==> config.mk <==
export PLATFORM = sky130hd
export DESIGN_NAME = alu_share_arbiter
export DESIGN_NICKNAME = d
export VERILOG_FILES = /design/src/rtl/alu_share_arbiter.sv
export SDC_FILE = /design/constraint.sdc
export NUM_CORES = 1
export LEC_CHECK = 0
export CAP_MARGIN = 20
export CORE_MARGIN = 2
export CORE_UTILIZATION = 35
export CTS_CLUSTER_SIZE = 10
export DETAILED_ROUTE_END_ITERATION = 8
export HOLD_SLACK_MARGIN = 0.15
export PLACE_DENSITY = 0.85
export SETUP_SLACK_MARGIN = 0.1
export SYNTH_ARGS = -nofsm -noshare
export SYNTH_HDL_FRONTEND = slang
export SYNTH_SLANG_ARGS = --single-unit
==> constraint.sdc <==
create_clock -name clk -period 1.9 [get_ports clk]
set_clock_uncertainty 0.05 [all_clocks]
set_input_delay 0.38 -clock clk [delete_from_list [all_inputs] [get_ports clk]]
set_output_delay 0.38 -clock clk [all_outputs]
set_load 0.01 [all_outputs]
==> src/rtl/alu_share_arbiter.sv <==
// alu_share_arbiter: round-robin sharing of one combinational ALU between NREQ valid/ready requesters.
// Define ALU_ARB_LOCK_EN to let a requester keep its grant across ops via req_lock.
module alu_share_arbiter #(
  parameter int NREQ   = 2,
  parameter int DATA_W = 32,
  parameter int ID_W   = (NREQ > 2) ? $clog2(NREQ) : 1
) (
  input  logic                   clk,
  input  logic                   rst,
  input  logic [NREQ-1:0]        req_valid,
  output logic [NREQ-1:0]        req_ready,
  input  logic [NREQ*DATA_W-1:0] req_a,
  input  logic [NREQ*DATA_W-1:0] req_b,
  input  logic [NREQ*3-1:0]      req_ctrl,
  input  logic [NREQ-1:0]        req_lock,
  output logic [DATA_W-1:0]      alu_a,
  output logic [DATA_W-1:0]      alu_b,
  output logic [2:0]             alu_ctrl,
  input  logic [DATA_W-1:0]      alu_result,
  input  logic [3:0]             alu_flags,
  output logic                   rsp_valid,
  input  logic                   rsp_ready,
  output logic [ID_W-1:0]        rsp_id,
  output logic [DATA_W-1:0]      rsp_result,
  output logic [3:0]             rsp_flags
);
  typedef enum logic [1:0] {IDLE, EXEC, RESP} state_t;
  state_t              state_q;
  logic [ID_W-1:0]     ptr_q, id_q, gnt, ptr_nxt;
  logic                gnt_vld;
  logic [DATA_W-1:0]   a_q, b_q, res_q;
  logic [2:0]          ctrl_q;
  logic [3:0]          flags_q;
  logic [ID_W-1:0]     rsp_id_q;
  logic                rsp_valid_q;
`ifdef ALU_ARB_LOCK_EN
  logic                lock_vld_q;
  logic [ID_W-1:0]     lock_id_q;
`else
  logic                unused_lock;
  assign unused_lock = ^req_lock;
`endif

  function automatic logic [ID_W-1:0] wrap(input int j);
    return ID_W'((j >= NREQ) ? j - NREQ : j);
  endfunction

  // Scan downward so the last hit is the nearest valid requester at or above the pointer.
  always_comb begin
    gnt = ptr_q;
    gnt_vld = 1'b0;
    for (int k = NREQ - 1; k >= 0; k--) begin
      if (req_valid[wrap(int'(ptr_q) + k)]) begin
        gnt = wrap(int'(ptr_q) + k);
        gnt_vld = 1'b1;
      end
    end
`ifdef ALU_ARB_LOCK_EN
    if (lock_vld_q) begin
      gnt = lock_id_q;
      gnt_vld = req_valid[lock_id_q];
    end
`endif
  end

  assign ptr_nxt    = (gnt == ID_W'(NREQ - 1)) ? '0 : gnt + 1'b1;
  assign req_ready  = (rst && state_q == IDLE && gnt_vld) ? NREQ'(1) << gnt : '0;
  assign alu_a      = a_q;
  assign alu_b      = b_q;
  assign alu_ctrl   = ctrl_q;
  assign rsp_valid  = rsp_valid_q;
  assign rsp_id     = rsp_id_q;
  assign rsp_result = res_q;
  assign rsp_flags  = flags_q;

  always_ff @(posedge clk or negedge rst) begin
    if (!rst) begin
      state_q     <= IDLE;
      ptr_q       <= '0;
      id_q        <= '0;
      a_q         <= '0;
      b_q         <= '0;
      ctrl_q      <= '0;
      rsp_valid_q <= 1'b0;
      rsp_id_q    <= '0;
      res_q       <= '0;
      flags_q     <= '0;
`ifdef ALU_ARB_LOCK_EN
      lock_vld_q  <= 1'b0;
      lock_id_q   <= '0;
`endif
    end else begin
      case (state_q)
        IDLE: begin
          if (gnt_vld) begin
            a_q     <= req_a[gnt*DATA_W +: DATA_W];
            b_q     <= req_b[gnt*DATA_W +: DATA_W];
            ctrl_q  <= req_ctrl[gnt*3 +: 3];
            id_q    <= gnt;
            state_q <= EXEC;
`ifdef ALU_ARB_LOCK_EN
            lock_vld_q <= req_lock[gnt];
            lock_id_q  <= gnt;
            ptr_q      <= req_lock[gnt] ? ptr_q : ptr_nxt;
`else
            ptr_q   <= ptr_nxt;
`endif
          end
`ifdef ALU_ARB_LOCK_EN
          else lock_vld_q <= 1'b0;
`endif
        end
        EXEC: begin
          res_q       <= alu_result;
          flags_q     <= alu_flags;
          rsp_id_q    <= id_q;
          rsp_valid_q <= 1'b1;
          state_q     <= RESP;
        end
        RESP: begin
          if (rsp_ready) begin
            rsp_valid_q <= 1'b0;
            state_q     <= IDLE;
          end
        end
        default: state_q <= IDLE;
      endcase
    end
  end
endmodule

# After elaboration in Yosys (flattened, before gate mapping)
# Cells that the tools add are included.
[word_totals] reg_bits=109 inputBits=177 output_inout_bits=107 word_cells=51
[op_classes] n_addsub=4 n_mul=1 order_cmp=4 eq_ne=4 n_shift=4 n_mux=17 reduce_logical=7
[op_table] operator="$shiftx A64 B7 Y32" count=2
[op_table] operator="$mux W1" count=12
[op_table] operator="$mux W2" count=3
[op_table] operator="$pmux W2 S3" count=1
[op_table] operator="$reduce_and A2 Y1" count=3
[op_table] operator="$shiftx A6 B4 Y3" count=1
[op_table] operator="$lt A1 B2 Y1 const B" count=2
[op_table] operator="$ne A2 B2 Y1 const B" count=2
[op_table] operator="$mul A1 B2 Y3 const B" count=1
[op_table] operator="$add A1 B1 Y2 const B" count=1
[op_table] operator="$eq A2 B1 Y1 const B" count=1
[op_table] operator="$eq A2 B2 Y1 const B" count=1
[op_table] operator="$ge A1 B2 Y1 const B" count=1
[op_table] operator="$ge A2 B2 Y1 const B" count=1
[op_table] operator="$logic_and A1 B1 Y1" count=2
[op_table] operator="$logic_not A2 Y1" count=1
[op_table] operator="$pmux W1 S2" count=1
[op_table] operator="$reduce_bool A2 Y1" count=1
[op_table] operator="$shl A1 B1 Y2 const A" count=1
[op_table] operator="$sub A1 B1 Y1 const B" count=2
[op_table] operator="$add A1 B1 Y1 const B" count=1

# Longest topological paths before layout
[logic_depth] depth_word=9 ltp_mapped=6

# Least setup slack after synthesis
# Ideal clock, no wire load.
[synth_timing] path_type="reg-to-output" start="reg ptr_q" end="out req_ready[1]" arrival_ps=1267 path_slack_ps=203 path_stages_with_launch=7 path_buffers=3 cell_sequence="dfrtp_1 nand2b_1 and3_1 buf_2 buf_4 buf_4 and2_1"
[synth_via] elab_chain_cells=9
[synth_lines] element="from (decl)" line_no="29" text="logic [ID_W-1:0] ptr_q, id_q, gnt, ptr_nxt;"
[synth_lines] element="from (signal assigned)" line_no="106" text="ptr_q <= ptr_nxt;"
[synth_lines] element="$add A1 B1 Y2" line_no="53, 54"
[synth_lines] element="$ge A2 B2 Y1 / $sub A1 B1 Y1 (equally long branches)" line_no="45" text="return ID_W'((j >= NREQ) ? j - NREQ : j);"
[synth_lines] element="$mux W1" line_no="45"
[synth_lines] element="$mux W1 (not written as such) (2 in series)" line_no="53" text="if (req_valid[wrap(int'(ptr_q) + k)]) begin"
[synth_lines] element="$mux W1 (2 in series)" line_no="53"
[synth_lines] element="$shl A1 B1 Y2 / $logic_and A1 B1 Y1 (equally long branches)" line_no="67" text="assign req_ready = (rst && state_q == IDLE && gnt_vld) ? NREQ'(1) << gnt : '0;"
[synth_lines] element="$mux W2 *" line_no="67"
[synth_lines] element="to (decl)" line_no="11" text="output logic [NREQ-1:0] req_ready,"
# Every way passes the cells marked *; elsewhere a longest branch is shown, timed or not. The select of a mux whose other input is x is not followed.

# Worst setup path after layout
[layout_timing] start="reg state_q[0]" end="reg a_q[23] (netlist: alu_a[23])"
[layout_via] elab_chain_cells=2
[layout_lines] element="from (decl)" line_no="28" text="state_t state_q;"
[layout_lines] element="from (signal assigned)" line_no="78" text="state_q <= IDLE;"
[layout_lines] element="from (signal assigned)" line_no="100" text="state_q <= EXEC;"
[layout_lines] element="from (signal assigned)" line_no="118" text="state_q <= RESP;"
[layout_lines] element="$logic_not A2 Y1" line_no="93" text="case (state_q)"
[layout_lines] element="$reduce_and A2 Y1 (no line)"
[layout_lines] element="to (signal assigned)" line_no="96" text="a_q <= req_a[gnt*DATA_W +: DATA_W];"
[layout_lines] element="to (decl)" line_no="31" text="logic [DATA_W-1:0] a_q, b_q, res_q;"
# Every way passes these cells.
# A chain may end at the register's enable or synchronous reset.

==> results.txt <==
----------------------------------------------------
[Run status]
  Outcome ... completed

[Synth]
  Fraction of the yosys area taken by sequential cells ... 58.7%
  Combinational family with the most area after synthesis ... compound AO/OA/AOI/OAI gates
  Xor and xnor area share after synthesis ... 0%
  Synthesized-area fraction occupied by ao, oa, aoi and oai cells ... 25.7%
  Mean cell area of the mapped netlist ... 13.8 um2
  Cell area after synthesis ... 4650 um2
  Count of unique library cells instantiated by Yosys ... 20
  Syn_nets ... 513
  Area share of fa/ha/maj cells after synthesis ... 0%
  Simple-gate area share of the yosys netlist ... 1.94%
  Seq cells post-synth ... 109
  Number of instances in the synthesized netlist ... 336
  Multiplexer area fraction after synthesis ... 8.97%
  Synth warn ... 0

[Drt]
  DR vias ... 4,130
  DR pass1 iterations ... 5
  Routed vias/inst ... 5.22
  Antenna-violating nets left ... 0
  Routed wire length per instance ... 18.3 um
  Routed wire length ... 14.5 mm
  DR iter-0 viols ... 243
  Remaining routing DRC violations ... 0

[Critical path]
  FF-to-FF setup slack ... 0.12 ns
  Critical R2R Launch ... state_q[0]
  Category of the worst setup path capture point ... register
  Highest net fanout along the worst path ... 43
  Data required, critical path ... 2.07 ns
  CP startpoint ... state_q[0]
  Worst Reg2Reg Path Length in Cells ... 5
  Critical path launch point type ... register
  Worst reg2reg path endpoint ... alu_a[23]
  Critical path class ... reg -> reg
  Capturing element of the worst setup path ... alu_a[23]
  Critical path data arrival time ... 1.95 ns

[Timing]
  Max-slew violation count ... 0
  Final Critical Period ... 1.78 ns
  Worst max-slew margin expressed relative to the limit ... 61.3%
  Transition time of the tightest slew-check pin ... 0.580 ns
  Final Cycle Share ... 93.6%
  Final Hold Fails ... 0
  Setup repair after global routing missed its margin ... yes
  Highest achievable clock rate ... 0.562 GHz
  Final setup violation count ... 0

[CTS]
  Clock-pin slew on the worst setup and hold paths ... 0.07 ns
  Num CTS Buffers ... 9
  Number of H-tree levels ... 3
  Later-pin clock latency in the skew report ... 0.34 ns
  Max clock buf depth ... 2
  TritonCTS clock tree ... done
  Clock sink count ... 109
  Clock tree root buffer cell ... clkbuf_16

[GRT]
  Aggregate global routing overflow ... 0
  GRT Total Usage ... 20.4%
  Number of antenna violations at the first check in global routing ... 0
  Number of global-route vias before repair ... 4,411
  First-pass GRT wire length ... 22.6 mm
  Largest net degree at the start of global routing ... 110

[Placed design]
  Instance count after placement with tap cells included ... 773
  Post-DP HPWL ... 10.7 mm
  Port buffer count ... 281
  Final Wtd Congestion ... 0.861

[Final layout]
  End-of-flow core utilization ... 61.1%
  Layout cell share with drive strength beyond 1 ... 12.7%
  Number of standard cells in the final layout excluding fillers ... 791
  Post-synthesis to final-layout area growth ... 71.9%
  NumNets Final ... 788
  Diodes inserted ... 0

[Floorplanning]
  Row count ... 42
  Die outline width ... 119 um
  Die span in y ... 119 um
  Initial cell density of the core ... 35.5%
  Die outline area ... 14,200 um2
  Core region area ... 13,100 um2
  Count of boundary I/O pins ... 284

[Run]
  Max_cap viols ... 0

[Power]
  Ratio of total power to cell area ... 1570 nW/um2
  Leak Pwr ... 3.25 nW
  Worst IR Drop VDD ... 0.679 mV

[Worst hold path]
  Hold crit path type ... reg -> reg

----------------------------------------------------
-- flip-flops by register name (all words and copies together) (netlist names) --
register	flops
state_q	2
alu_a	32
alu_ctrl	3
rsp_id	1
ptr_q	1
rsp_result	32
alu_b	32
id_q	1
rsp_flags	4
rsp_valid	1
-- kinds of logic (layout without fill, tap and decap cells) --
logic type	count (synthesis)	in the layout
compound gates	138	138
flops	109	109
mux	37	37
buf+inv	36	315
simple gates	16	16
-- worst min-delay path by stage --
stage	from	endpoint	slack, ns	depth (start not counted)
finish	id_q	rsp_id	0.45	1
global placement	id_q	rsp_id	0.44	1
floorplan	rst	alu_a[0]	0.03	0
CTS	id_q	rsp_id	0.46	1
detailed placement	id_q	rsp_id	0.44	1
global route	rsp_result[24]	rsp_result[24]	0.48	1
-- cells in the mapped netlist, drive strengths merged --
master    n  area (um2)
a21oi     2        10.0
a221o    67         671
nand2b    3        18.8
and3      2        12.5
clkbuf   17        63.8
or2       2        12.5
nor2      3        11.3
nor3b     1        7.51
and2      2        12.5
o21ai     2        10.0
inv       1        3.75
buf      18         151
nand2     2        7.51
mux2     37         417
o21a     67         503
dfrtp   109        2730
and2b     1        7.51
-- through the flow --
step                      total power, W  hold WS, ns  setup slack (ns)  TNS [ns]  instance area (um2)
after CTS                         0.0126        0.458            0.0836         0                 7950
after global placement            0.0105        0.435            -0.317     -9.63                 7660
after floorplan                  0.00742       0.0344             0.203         0                 4650
final                             0.0125        0.454             0.122         0                 7990
after global routing              0.0133        0.476            0.0616         0                 7990
after detailed placement          0.0107        0.442            -0.343    -11.32                 7660
-- timing repair --
item | in CTS | in global routing
pin swaps | 1 | 5
hold buffers | 1 | 0
resized for setup | 11 | 8
endpoints found under the hold margin | 109 | 0
setup buffers | 1 | 1
setup endpoints to repair | 2 | 29
-- per-layer routing --
layer / vias to the layer above / track usage, % / part of all wire, %
li1: 1860 / - / -
met1: 1998 / 22.9 / 37
met2: 242 / 35.4 / 50
met3: 30 / 6.47 / 9.5
met4: 0 / 9.38 / 3.0
met5: - / 0 / 0
-- layout make-up --
class	instances	area, um2
sequential	109	2730
multi-input combinational	191	1730
fill	967	5090
clock buffer	11	233
tap	176	220
inverter	1	3.75
clock inverter	4	50.0
timing repair buffer	299	3030
-- report_power, final --
part | total, W | internal (W) | switching (W)
registers | 0.00413 | 0.00349 | 0.000640
logic | 0.00659 | 0.00400 | 0.00258
clock network | 0.00181 | 0.00101 | 0.000799
total | 0.0125 | 0.00850 | 0.00402
-- placed cells by master, fill, tap and decap left out, drive strengths merged --
master | synthesis | layout
a21oi | 2 | 2
a221o | 67 | 67
and2 | 2 | 2
and2b | 1 | 1
and3 | 2 | 2
buf | 18 | 20
bufinv | 0 | 1
clkbuf | 17 | 11
clkdlybuf4s50 | 0 | 276
clkinv | 0 | 1
clkinvlp | 0 | 2
dfrtp | 109 | 109
dlygate4sd2 | 0 | 2
dlygate4sd3 | 0 | 1
inv | 1 | 1
mux2 | 37 | 37
nand2 | 2 | 2
nand2b | 3 | 3
nor2 | 3 | 3
nor3b | 1 | 1
o21a | 67 | 67
o21ai | 2 | 2
or2 | 2 | 2
-- worst max-delay path: stages, from the launching register on --
cell	delay, ns
dfrtp_1	0.40
buf_4	0.15
or2_2	0.34
buf_12	0.19
o21a_1	0.22
a221o_1	0.28
Power figures use the tool's default switching activity.
